===== config.mk =====
export PLATFORM = sky130hd
export DESIGN_NAME = spi_master_ctl
export DESIGN_NICKNAME = d
export VERILOG_FILES = /design/src/rtl/spi_master_ctl.sv
export SDC_FILE = /design/constraint.sdc
export NUM_CORES = 1
export LEC_CHECK = 0
export CAP_MARGIN = 20
export CORE_UTILIZATION = 50
export CTS_BUF_LIST = sky130_fd_sc_hd__clkbuf_2
export DETAILED_ROUTE_END_ITERATION = 6
export GPL_ROUTABILITY_DRIVEN = 0
export PLACE_DENSITY = 0.79
export SYNTH_ARGS = -nofsm -noshare
export SYNTH_HDL_FRONTEND = slang
export SYNTH_SLANG_ARGS = --single-unit

===== constraint.sdc =====
create_clock -name clk -period 2.9 [get_ports clk]
set_input_delay 0.58 -clock clk [delete_from_list [all_inputs] [get_ports clk]]
set_output_delay 0.58 -clock clk [all_outputs]
set_load 0.01 [all_outputs]

===== src/rtl/spi_master_ctl.sv =====
// Memory-mapped SPI master (mode 0, MSB first) with byte-wide TX/RX FIFOs and manual chip-select.
// Define SPI_IRQ_EN to enable the registered level interrupt and the CTRL.IE bit.

module spi_master_fifo #(
    parameter int DEPTH = 4
) (
    input  logic       clk,
    input  logic       rst,
    input  logic       push_i,
    input  logic       pop_i,
    input  logic [7:0] wdata_i,
    output logic [7:0] rdata_o,
    output logic       full_o,
    output logic       empty_o,
    output logic       drop_o
);
    localparam int AW = $clog2(DEPTH);
    localparam logic [AW-1:0] PTR_ONE  = AW'(1);
    localparam logic [AW:0]   CNT_ONE  = (AW+1)'(1);
    localparam logic [AW:0]   CNT_FULL = (AW+1)'(DEPTH);

    logic [7:0]    mem_q [DEPTH];
    logic [AW-1:0] wr_ptr_q, rd_ptr_q;
    logic [AW:0]   count_q;
    logic          do_push, do_pop;

    assign full_o  = (count_q == CNT_FULL);
    assign empty_o = (count_q == '0);
    // A full FIFO still accepts a push when a pop frees a slot in the same cycle.
    assign do_pop  = pop_i & ~empty_o;
    assign do_push = push_i & (~full_o | do_pop);
    assign drop_o  = push_i & ~do_push;
    assign rdata_o = mem_q[rd_ptr_q];

    always_ff @(posedge clk) begin
        if (rst) begin
            wr_ptr_q <= '0;
            rd_ptr_q <= '0;
            count_q  <= '0;
        end else begin
            if (do_push) wr_ptr_q <= wr_ptr_q + PTR_ONE;
            if (do_pop)  rd_ptr_q <= rd_ptr_q + PTR_ONE;
            case ({do_push, do_pop})
                2'b10:   count_q <= count_q + CNT_ONE;
                2'b01:   count_q <= count_q - CNT_ONE;
                default: ;
            endcase
        end
    end

    // NOTE: storage is deliberately not reset; the pointers alone define which entries are valid.
    always_ff @(posedge clk) begin
        if (do_push) mem_q[wr_ptr_q] <= wdata_i;
    end
endmodule

module spi_master_ctl #(
    parameter logic [31:0] SPI_BASE_ADDR = 32'h4000_4000,
    parameter int          FIFO_DEPTH    = 4,
    parameter logic [7:0]  DIV_RESET     = 8'd3
) (
    input  logic        clk,
    input  logic        rst,
    input  logic [31:0] mem_addr,
    input  logic [31:0] mem_wdata,
    input  logic        mem_we,
    input  logic        mem_re,
    output logic [31:0] mem_rdata,
    output logic        spi_sclk,
    output logic        spi_mosi,
    input  logic        spi_miso,
    output logic        spi_cs_n,
    output logic        irq
);
    localparam logic [1:0] ST_IDLE = 2'd0;
    localparam logic [1:0] ST_XFER = 2'd1;
    localparam logic [1:0] ST_DONE = 2'd2;

    logic       hit_data, hit_status, hit_ctrl, hit_any;
    logic       we_q, re_q, wr_stb, rd_stb, ctrl_wr, status_wr;
    logic [7:0] div_q, div_d;
    logic       en_q, en_d, cs_q, cs_d, ie_rd;
    logic       tx_ovf_q, tx_ovf_d, rx_ovf_q, rx_ovf_d;
    logic [1:0] state_q, state_d;
    logic [7:0] hp_cnt_q, hp_cnt_d, div_act_q, div_act_d;
    logic [7:0] tx_shift_q, tx_shift_d, rx_shift_q, rx_shift_d;
    logic [2:0] bit_cnt_q, bit_cnt_d;
    logic       sclk_q, sclk_d, mosi_q, mosi_d, busy;
    logic       tx_push, tx_pop, tx_full, tx_empty, tx_drop;
    logic       rx_push, rx_pop, rx_full, rx_empty, rx_drop;
    logic [7:0] tx_head, rx_head;

    assign hit_data   = (mem_addr == SPI_BASE_ADDR);
    assign hit_status = (mem_addr == SPI_BASE_ADDR + 32'h4);
    assign hit_ctrl   = (mem_addr == SPI_BASE_ADDR + 32'h8);
    assign hit_any    = hit_data | hit_status | hit_ctrl;

    // Strobes held for several cycles act only once, on their first cycle.
    assign wr_stb    = mem_we & hit_any & ~we_q;
    assign rd_stb    = mem_re & hit_any & ~re_q;
    assign ctrl_wr   = wr_stb & hit_ctrl;
    assign status_wr = wr_stb & hit_status;
    assign tx_push   = wr_stb & hit_data;
    assign rx_pop    = rd_stb & hit_data;

    assign div_d    = ctrl_wr ? mem_wdata[7:0] : div_q;
    assign en_d     = ctrl_wr ? mem_wdata[8]   : en_q;
    assign cs_d     = ctrl_wr ? mem_wdata[9]   : cs_q;
    assign tx_ovf_d = (tx_ovf_q & ~(status_wr & mem_wdata[6])) | tx_drop;
    assign rx_ovf_d = (rx_ovf_q & ~(status_wr & mem_wdata[5])) | rx_drop;
    assign busy     = (state_q != ST_IDLE);

    spi_master_fifo #(.DEPTH(FIFO_DEPTH)) u_tx_fifo (
        .clk(clk), .rst(rst), .push_i(tx_push), .pop_i(tx_pop), .wdata_i(mem_wdata[7:0]),
        .rdata_o(tx_head), .full_o(tx_full), .empty_o(tx_empty), .drop_o(tx_drop)
    );

    spi_master_fifo #(.DEPTH(FIFO_DEPTH)) u_rx_fifo (
        .clk(clk), .rst(rst), .push_i(rx_push), .pop_i(rx_pop), .wdata_i(rx_shift_q),
        .rdata_o(rx_head), .full_o(rx_full), .empty_o(rx_empty), .drop_o(rx_drop)
    );

    // NOTE: every signal assigned here gets a default first, so no path can infer a latch.
    always_comb begin
        state_d    = state_q;
        hp_cnt_d   = hp_cnt_q;
        div_act_d  = div_act_q;
        bit_cnt_d  = bit_cnt_q;
        sclk_d     = sclk_q;
        mosi_d     = mosi_q;
        tx_shift_d = tx_shift_q;
        rx_shift_d = rx_shift_q;
        tx_pop     = 1'b0;
        rx_push    = 1'b0;
        case (state_q)
            ST_IDLE: begin
                if (en_q && !tx_empty) begin
                    tx_pop     = 1'b1;
                    state_d    = ST_XFER;
                    tx_shift_d = tx_head;
                    mosi_d     = tx_head[7];
                    sclk_d     = 1'b0;
                    hp_cnt_d   = 8'd0;
                    bit_cnt_d  = 3'd0;
                    div_act_d  = div_q;
                end
            end
            ST_XFER: begin
                if (hp_cnt_q == div_act_q) begin
                    // A new DIV is picked up only here, so a half-period is never cut short.
                    hp_cnt_d  = 8'd0;
                    div_act_d = div_q;
                    sclk_d    = ~sclk_q;
                    if (!sclk_q) begin
                        rx_shift_d = {rx_shift_q[6:0], spi_miso};
                    end else if (bit_cnt_q == 3'd7) begin
                        state_d = ST_DONE;
                    end else begin
                        tx_shift_d = {tx_shift_q[6:0], 1'b0};
                        mosi_d     = tx_shift_q[6];
                        bit_cnt_d  = bit_cnt_q + 3'd1;
                    end
                end else begin
                    hp_cnt_d = hp_cnt_q + 8'd1;
                end
            end
            ST_DONE: begin
                rx_push = 1'b1;
                state_d = ST_IDLE;
            end
            default: state_d = ST_IDLE;
        endcase
    end

    // NOTE: sequential state uses non-blocking assignments so every register samples pre-edge values.
    always_ff @(posedge clk) begin
        if (rst) begin
            we_q       <= 1'b0;
            re_q       <= 1'b0;
            div_q      <= DIV_RESET;
            en_q       <= 1'b0;
            cs_q       <= 1'b0;
            tx_ovf_q   <= 1'b0;
            rx_ovf_q   <= 1'b0;
            state_q    <= ST_IDLE;
            hp_cnt_q   <= 8'd0;
            div_act_q  <= DIV_RESET;
            bit_cnt_q  <= 3'd0;
            sclk_q     <= 1'b0;
            mosi_q     <= 1'b0;
            tx_shift_q <= 8'd0;
            rx_shift_q <= 8'd0;
        end else begin
            we_q       <= mem_we & hit_any;
            re_q       <= mem_re & hit_any;
            div_q      <= div_d;
            en_q       <= en_d;
            cs_q       <= cs_d;
            tx_ovf_q   <= tx_ovf_d;
            rx_ovf_q   <= rx_ovf_d;
            state_q    <= state_d;
            hp_cnt_q   <= hp_cnt_d;
            div_act_q  <= div_act_d;
            bit_cnt_q  <= bit_cnt_d;
            sclk_q     <= sclk_d;
            mosi_q     <= mosi_d;
            tx_shift_q <= tx_shift_d;
            rx_shift_q <= rx_shift_d;
        end
    end

`ifdef SPI_IRQ_EN
    logic ie_q, ie_d, irq_q, irq_d;
    logic unused_wdata;
    assign ie_d  = ctrl_wr ? mem_wdata[10] : ie_q;
    assign irq_d = ie_q & (~rx_empty | (tx_empty & ~busy));
    always_ff @(posedge clk) begin
        if (rst) begin
            ie_q  <= 1'b0;
            irq_q <= 1'b0;
        end else begin
            ie_q  <= ie_d;
            irq_q <= irq_d;
        end
    end
    assign ie_rd        = ie_q;
    assign irq          = irq_q;
    assign unused_wdata = ^mem_wdata[31:11];
`else
    logic unused_wdata;
    assign ie_rd        = 1'b0;
    assign irq          = 1'b0;
    assign unused_wdata = ^mem_wdata[31:10];
`endif

    always_comb begin
        mem_rdata = 32'd0;
        if (hit_data) begin
            mem_rdata = {24'd0, rx_empty ? 8'd0 : rx_head};
        end else if (hit_status) begin
            mem_rdata = {25'd0, tx_ovf_q, rx_ovf_q, rx_empty, rx_full, tx_empty, tx_full, busy};
        end else if (hit_ctrl) begin
            mem_rdata = {21'd0, ie_rd, cs_q, en_q, div_q};
        end
    end

    assign spi_sclk = sclk_q;
    assign spi_mosi = mosi_q;
    assign spi_cs_n = ~cs_q;
endmodule


==> results by group, run 1 <==
Synthesis
  • Register area share after synthesis: 53.9%
  • Async set-reset flop share out of synthesis: 0%
  • Mapped Cells: 529
  • Synth top area cells: edfxtp_1 31%, dfxtp_1 23%, mux4_2 5.8%, mux2i_1 3.2%, nor2_1 3.1%
  • Synth area leader: edfxtp_1
  • Syn Area/Cell: 11.7 sq um
  • Post-synth top flop: dfxtp_1
  • Commonest cells in the netlist: 70 x dfxtp_1, 64 x edfxtp_1, 51 x nor2_1
  • Most common cell in the netlist: dfxtp_1
  • Synth warn: 0
  • Post-Syn Area: 0.00617 sq mm
  • Share of the synthesized area in the top cell type: 31.1%
  • Number of synthesized register bits: 134
  • Netlist cell types: 63
  • Post-synth EDFFs: 64

Floorplan
  • Die Y: 113 microns
  • Die X: 113 microns
  • Io pins: 105
  • Placeable core area: 0.0120 sq mm
  • Die Area: 0.0128 sq mm
  • Rows: 40
  • Initial Util: 51.4%

Final layout
  • Filler Cells Inserted: 932
  • Area growth syn-to-layout: 21.8%
  • Antenna cells: 0
  • Layout cell share with drive strength beyond 1: 22.4%
  • Multi-input logic area: 0.00270 sq mm
  • Final Net Count: 711
  • Fin cells: 789
  • FF+latch area: 0.00332 sq mm

Detailed routing
  • Per-cell routed wire length: 17.0 microns
  • Max layer used: met4
  • Total routed wirelength: 13,400 microns
  • Met3 wire length: 598 microns
  • Met2 WL: 7080 microns
  • Vias per cell: 5.66
  • Drt pass-1 iters: 5
  • 1st-iter DRT viols: 296
  • DR vias: 4,464
  • M1 WL: 5450 microns
  • DRT antenna net count: 0
  • DRC Markers: 0

Clock network
  • CTS max path bufs: 2
  • H-Tree Depth: 4
  • Clk sink count: 134
  • Clk_lat worst skew: 0.69 ns
  • CTS hold repair buffers: 0
  • CTS root buf: clkbuf_2
  • Clk slew on worst S/H paths: 0.21 ns
  • Inserted Clock Buffers: 17
  • CTS tree: built

STA
  • Fin worst setup slack: -0.0734 ns
  • Setup violators final: 5
  • Fin crit share: 103%
  • RSZ-0062 raised after global routing: true
  • Final min period: 2.97 ns
  • Final slew viol count: 0
  • Fin. Hold Viols: 0
  • Slew HR: 59.2%
  • Slew @ Worst Pin: 0.612 ns
  • F_max: 336 MHz
  • Fin Clk Skew: 0.0336 ns

Critical path
  • Critical path peak fanout: 7
  • CP Launch Type: flop
  • Cells on worst reg2reg path: 7
  • Max incr delay on CP: 0.49 ns
  • R2r setup slk: 0.72 ns
  • Slowest-stage cell, CP: mux4_2
  • Reg-to-Reg End: tx_shift_q[5]$_SDFFE_PP0P_
  • Arrival time at the worst endpoint: 2.39 ns
  • Crit path cell chain: buf_8 > buf_6 > mux4_2 > and3_4 > a221o_1 > buf_2
  • Kind of end point of the critical path: primary output
  • Required time of the critical path: 2.32 ns
  • Critical path type: reg2out
  • Worst r2r src: hp_cnt_q[0]$_SDFFE_PP0P_

Pwr
  • Overall power: 3.26 mW
  • Leak pwr: 2.83 nW
  • PD cells: 434 mW/mm^2
  • Max VDD drop: 378 uV

Worst hold path
  • Hold_sp: rst
  • Hold depth: 2
  • Worst hold-check path type: in2reg
  • Worst Hold End: rx_shift_q[0]$_SDFFE_PP0P_

Global route
  • GRT Util Overall: 22.3%
  • Vias in the first global route: 4,448
  • Pin count of the biggest net entering global routing: 30
  • First-pass GRT wire length: 22,000 microns
  • Gr ovfl total: 0
  • Initial antenna violation count: 0

Place
  • Placed cells: 739
  • Post-DP HPWL: 9460 microns
  • Port Buffers: 59

Run status
  • Failing checks: negative setup slack
  • Outcome: finished, violations left

Flow run
  • Max Cap Viol: 0
-- logic make-up after synthesis --
family          count (synthesis)  synth area share (%)
compound gates                 67                  8.15
mux                            39                  9.63
flops                         134                  53.9
xor+xnor                       16                  2.27
fa+ha+maj                      13                  2.88
other cells                     1                0.0608
buf+inv                        63                  5.66
simple gates                  196                  17.5
-- final cells by class --
cell class                 count  share of cell area, %
clock inverter                14                   1.98
timing repair buffer         111                   13.7
multi-input combinational    354                   35.9
sequential                   134                   44.2
tap                          147                   2.45
clock buffer                  18                   1.20
inverter                      11                  0.549
-- placed cells by master (no fill, tap or decap), types with 9 or more instances in the layout --
cell type and instances:
dfxtp_1 69, clkbuf_2 18, a311oi_1 13, mux2i_1 20
conb_1 23, buf_4 41, nor2_1 50, ha_1 11
clkdlybuf4s50_1 20, nand2_1 41, and2_1 12, nand3_1 15
dlygate4sd2_1 24, a21oi_1 19, mux4_2 16, inv_1 11
edfxtp_1 64, and3_1 9, xor2_1 11
-- through the flow --
stage | setup TNS (ns) | instance area, sq um | hold slack, ns | util [%] | setup WS, ns
after floorplan | -0.102 | 6280 | 0.432 | - | -0.0590
after global placement | -12.98 | 7060 | 0.448 | 58.8 | -0.596
after detailed placement | -16.59 | 7060 | 0.458 | 58.8 | -0.632
after CTS | -0.737 | 7370 | 0.270 | 61.4 | -0.164
after global routing | -1.33 | 7520 | 0.264 | 62.6 | -0.210
final | -0.275 | 7520 | 0.312 | 62.6 | -0.0734
-- report_power, final --
group          internal (mW)  switching (mW)  total, mW
logic                 0.0672          0.0858      0.153
registers               1.97         0.00360       1.98
clock network          0.404           0.724       1.13
-- critical path, delay by kind of cell, from the launching register on --
family,cells,cell delay (ns)
AO/OA/AOI/OAI,1,0.30
buffers and inverters,3,0.38
flip-flops,1,0.38
multiplexers,1,0.49
AND/OR/NAND/NOR,1,0.17
-- sequential cells by signal (all words and copies together), names as in the netlist, 2 cells and up, named ones only --
register	count
bit_cnt_q	3
div_act_q	8
div_q	8
hp_cnt_q	8
rx_shift_q	8
state_q	2
tx_shift_q	7
u_rx_fifo.count_q	3
u_rx_fifo.mem_q	32
u_rx_fifo.rd_ptr_q	2
u_rx_fifo.wr_ptr_q	2
u_tx_fifo.count_q	3
u_tx_fifo.mem_q	32
u_tx_fifo.rd_ptr_q	2
u_tx_fifo.wr_ptr_q	2
-- layer usage --
metal / vias up / global-route usage, %
met5: - / 0
met4: 0 / 8.42
met3: 27 / 4.98
met2: 136 / 39.2
met1: 2185 / 26.8
li1: 2116 / -
-- what timing repair did --
item                       4_1_cts  5_1_grt
cloned                           0        0
gates resized for setup         78       20
pin swaps                       13       10
setup endpoints to repair       10       10
setup buffers                   12        5
-- how the worst max path moves through the flow --
stage | to | cells past startpoint
2_1_floorplan | u_rx_fifo.count_q[2]$_SDFFE_PP0P_ | 10
3_3_place_gp | mem_rdata[3] | 8
3_5_place_dp | mem_rdata[3] | 8
4_1_cts | mem_rdata[5] | 6
5_1_grt | mem_rdata[5] | 6
6_report | mem_rdata[5] | 6
Power figures use the tool's default switching activity.
==> run 2: changes to the inputs <==
--- a/config.mk
+++ b/config.mk
@@ -10,7 +10,8 @@
 export CTS_BUF_LIST = sky130_fd_sc_hd__clkbuf_2
 export DETAILED_ROUTE_END_ITERATION = 6
 export GPL_ROUTABILITY_DRIVEN = 0
-export PLACE_DENSITY = 0.79
+export PLACE_DENSITY_LB_ADDON = 0.05
+export REMOVE_ABC_BUFFERS = 1
 export SYNTH_ARGS = -nofsm -noshare
 export SYNTH_HDL_FRONTEND = slang
 export SYNTH_SLANG_ARGS = --single-unit
==> constraint.sdc (replaced) <==
create_clock -name clk -period 2.6 [get_ports clk]
set_input_delay 0.52 -clock clk [delete_from_list [all_inputs] [get_ports clk]]
set_output_delay 0.52 -clock clk [all_outputs]
set_load 0.01 [all_outputs]
==> run 2 against run 1 <==
The flow still finishes with violations (negative setup slack); clock skew increased by 0.0014 ns; power is 13% higher; register-to-register slack worse by 0.31 ns; worst setup slack lost 0.22 ns; final cell count up 2.2%; clock power up 16%; non-clock buffer count up 17; design area increased by 1.0%; critical path type unchanged; highest routed layer unchanged.
==> results by group, run 2 (synthesized netlist as in run 1, its figures left out) <==
Run status
  • Outcome: finished, violations left
  • Failing checks: negative setup slack

Clock network
  • CTS tree: built
  • Inserted Clock Buffers: 17 (unchanged)
  • CTS root buf: clkbuf_2
  • H-Tree Depth: 4 (unchanged)
  • Clk sink count: 134 (unchanged)
  • CTS max path bufs: 2 (unchanged)
  • CTS hold repair buffers: 0 (unchanged)
  • Clk_lat worst skew: 0.69 ns (about the same)
  • Clk slew on worst S/H paths: 0.23 ns (+0.02 ns)

Floorplan
  • Rows: 40 (unchanged)
  • Initial Util: 51.4% (unchanged)
  • Die Area: 0.0128 sq mm (unchanged)
  • Io pins: 105 (unchanged)
  • Die Y: 113 microns (unchanged)
  • Die X: 113 microns (unchanged)
  • Placeable core area: 0.0120 sq mm (unchanged)

Pwr
  • Leak pwr: 2.88 nW (+1.5%)
  • Max VDD drop: 513 uV (+36%)
  • PD cells: 487 mW/mm^2 (+12%)
  • Overall power: 3.70 mW (+13%)

STA
  • Worst Hold Margin: 0.298 ns (-0.0133 ns)
  • Setup violators final: 8 (+3)
  • F_max: 346 MHz
  • RSZ-0062 raised after global routing: true
  • Fin crit share: 111%
  • Fin. Hold Viols: 0 (unchanged)
  • Slew @ Worst Pin: 0.640 ns (+0.0279 ns)
  • Final min period: 2.89 ns
  • Final slew viol count: 0 (unchanged)
  • Fin Clk Skew: 0.0350 ns (+0.00138 ns)
  • Fin worst setup slack: -0.289 ns (-0.215 ns)
  • Slew HR: 57.2% (-2.0 points)

Global route
  • Initial antenna violation count: 0 (unchanged)
  • GRT Util Overall: 23.0% (+0.73 points)
  • Gr ovfl total: 0 (unchanged)
  • Vias in the first global route: 4,545 (+2.2%)
  • Pin count of the biggest net entering global routing: 35 (+17%)
  • First-pass GRT wire length: 22,300 microns (+1.3%)

Final layout
  • Biggest regs: u_rx_fifo.mem_q: 32 flops, u_tx_fifo.mem_q: 32 flops
  • Fin cells: 806 (+2.2%)
  • Final Net Count: 728 (+2.4%)
  • Final Core Density: 63.2% (+0.62 points)
  • Most frequent cells in the layout: 69 x dfxtp_1, 64 x edfxtp_1, 57 x buf_4
  • Antenna cells: 0 (unchanged)
  • Layout cell share with drive strength beyond 1: 27.9% (+5.5 points)
  • Commonest non-fill, non-tap cell in the layout: dfxtp_1
  • Area growth syn-to-layout: 23.1%

Critical path
  • Reg-to-Reg End: u_rx_fifo.count_q[2]$_SDFFE_PP0P_
  • Arrival time at the worst endpoint: 2.37 ns (-0.02 ns)
  • CP Launch Type: flop
  • Cells on worst reg2reg path: 6 (-1)
  • Required time of the critical path: 2.08 ns (-0.24 ns)
  • Crit path cell chain: buf_6 > mux4_2 > and3_1 > a221o_1 > buf_2
  • R2r setup slk: 0.41 ns (-0.31 ns)
  • Slowest-stage cell, CP: mux4_2
  • Critical path peak fanout: 3 (-4)
  • Max incr delay on CP: 0.50 ns (about the same)
  • Worst r2r src: state_q[0]$_SDFFE_PP0P_
  • Kind of end point of the critical path: primary output
  • Critical path type: reg2out

Detailed routing
  • DRT antenna net count: 0 (unchanged)
  • Drt pass-1 iters: 5 (unchanged)
  • Total routed wirelength: 13,700 microns (+1.8%)
  • 1st-iter DRT viols: 214 (-28%)
  • Per-cell routed wire length: 17.0 microns (-0.31%)
  • DRC Markers: 0 (unchanged)
  • DR vias: 4,419 (-1.0%)
  • Vias per cell: 5.48 (-3.1%)

Place
  • Post-DP HPWL: 9930 microns (+5.0%)
  • Port Buffers: 59 (unchanged)
  • Pre-CTS setup slack: -0.930 ns (-0.297 ns)
  • Placed cells: 759 (+2.7%)

Worst hold path
  • Worst hold-check path type: in2reg
  • Hold depth: 2 (unchanged)
  • Worst Hold End: hp_cnt_q[0]$_SDFFE_PP0P_
  • Hold_sp: rst

Flow run
  • Max Cap Viol: 0 (unchanged)
run 2: cell count changes in the layout (fill, tap and decap cells not counted), sizes merged:
| cell | previous run | this run |
|---|---|---|
| clkdlybuf4s50 | 20 | 18 |
| dlygate4sd2 | 24 | 2 |
| clkbuf | 18 | 21 |
| buf | 62 | 100 |
| inv | 15 | 16 |
| clkdlybuf4s15 | 1 | 4 |
| dlymetal6s2s | 4 | 0 |
run 2: report_power, final:
part | internal (mW) | switching (mW) | leakage, nW | total [mW]
combinational | 0.0841 | 0.104 | 1.58 | 0.188
clock | 0.464 | 0.845 | 0.140 | 1.31
sequential | 2.20 | 0.000584 | 1.16 | 2.20
total | 2.75 | 0.950 | 2.88 | 3.70
run 2: area by class of cell:
cell class,instances,area (sq um)
flip-flops and latches,134,3330
clock inverters,15,171
fillers,1000,4420
inverters,11,41.3
repair buffers,128,1090
clock buffers,17,85.1
well taps,147,184
multi-input cells,354,2690
run 2: worst max-delay path: cells and delay by family (launching register included):
family / cells / cell delay (ns)
AND/OR/NAND/NOR: 1 / 0.20
multiplexers: 1 / 0.50
flip-flops: 1 / 0.42
buffers and inverters: 2 / 0.26
AO/OA/AOI/OAI: 1 / 0.30
run 2: stage by stage:
step,TNS [ns],area (sq um)
finish,-1.80,7590
global route,-3.16,7590
CTS,-2.70,7560
detailed placement,-37.95,7190
global placement,-29.57,7190
floorplan,-1.81,5940
run 2: layer usage:
metal | GRT usage [%] | share of wire (%) | vias to the layer above
met5 | 0 | 0 | -
met4 | 9.21 | 2.3 | 0
met3 | 5.95 | 4.4 | 25
met2 | 41.3 | 53 | 110
met1 | 26.2 | 41 | 2137
li1 | - | - | 2147
run 2: how the worst max path moves through the flow:
stage | end | slack (ns) | cells after the start
4_1_cts | mem_rdata[4] | -0.41 | 8
5_1_grt | mem_rdata[4] | -0.43 | 8
3_3_place_gp | mem_rdata[3] | -0.76 | 9
2_1_floorplan | u_rx_fifo.count_q[2]$_SDFFE_PP0P_ | -0.47 | 8
6_report | mem_rdata[6] | -0.29 | 5
3_5_place_dp | u_rx_fifo.count_q[2]$_SDFFE_PP0P_ | -0.93 | 10
run 2: what timing repair did:
item	CTS	global route
gates cloned	1	0
pin swaps	16	12
buffers inserted	13	1
endpoints found under the hold margin	0	0
setup endpoints to repair	11	11
gates resized for setup	162	29
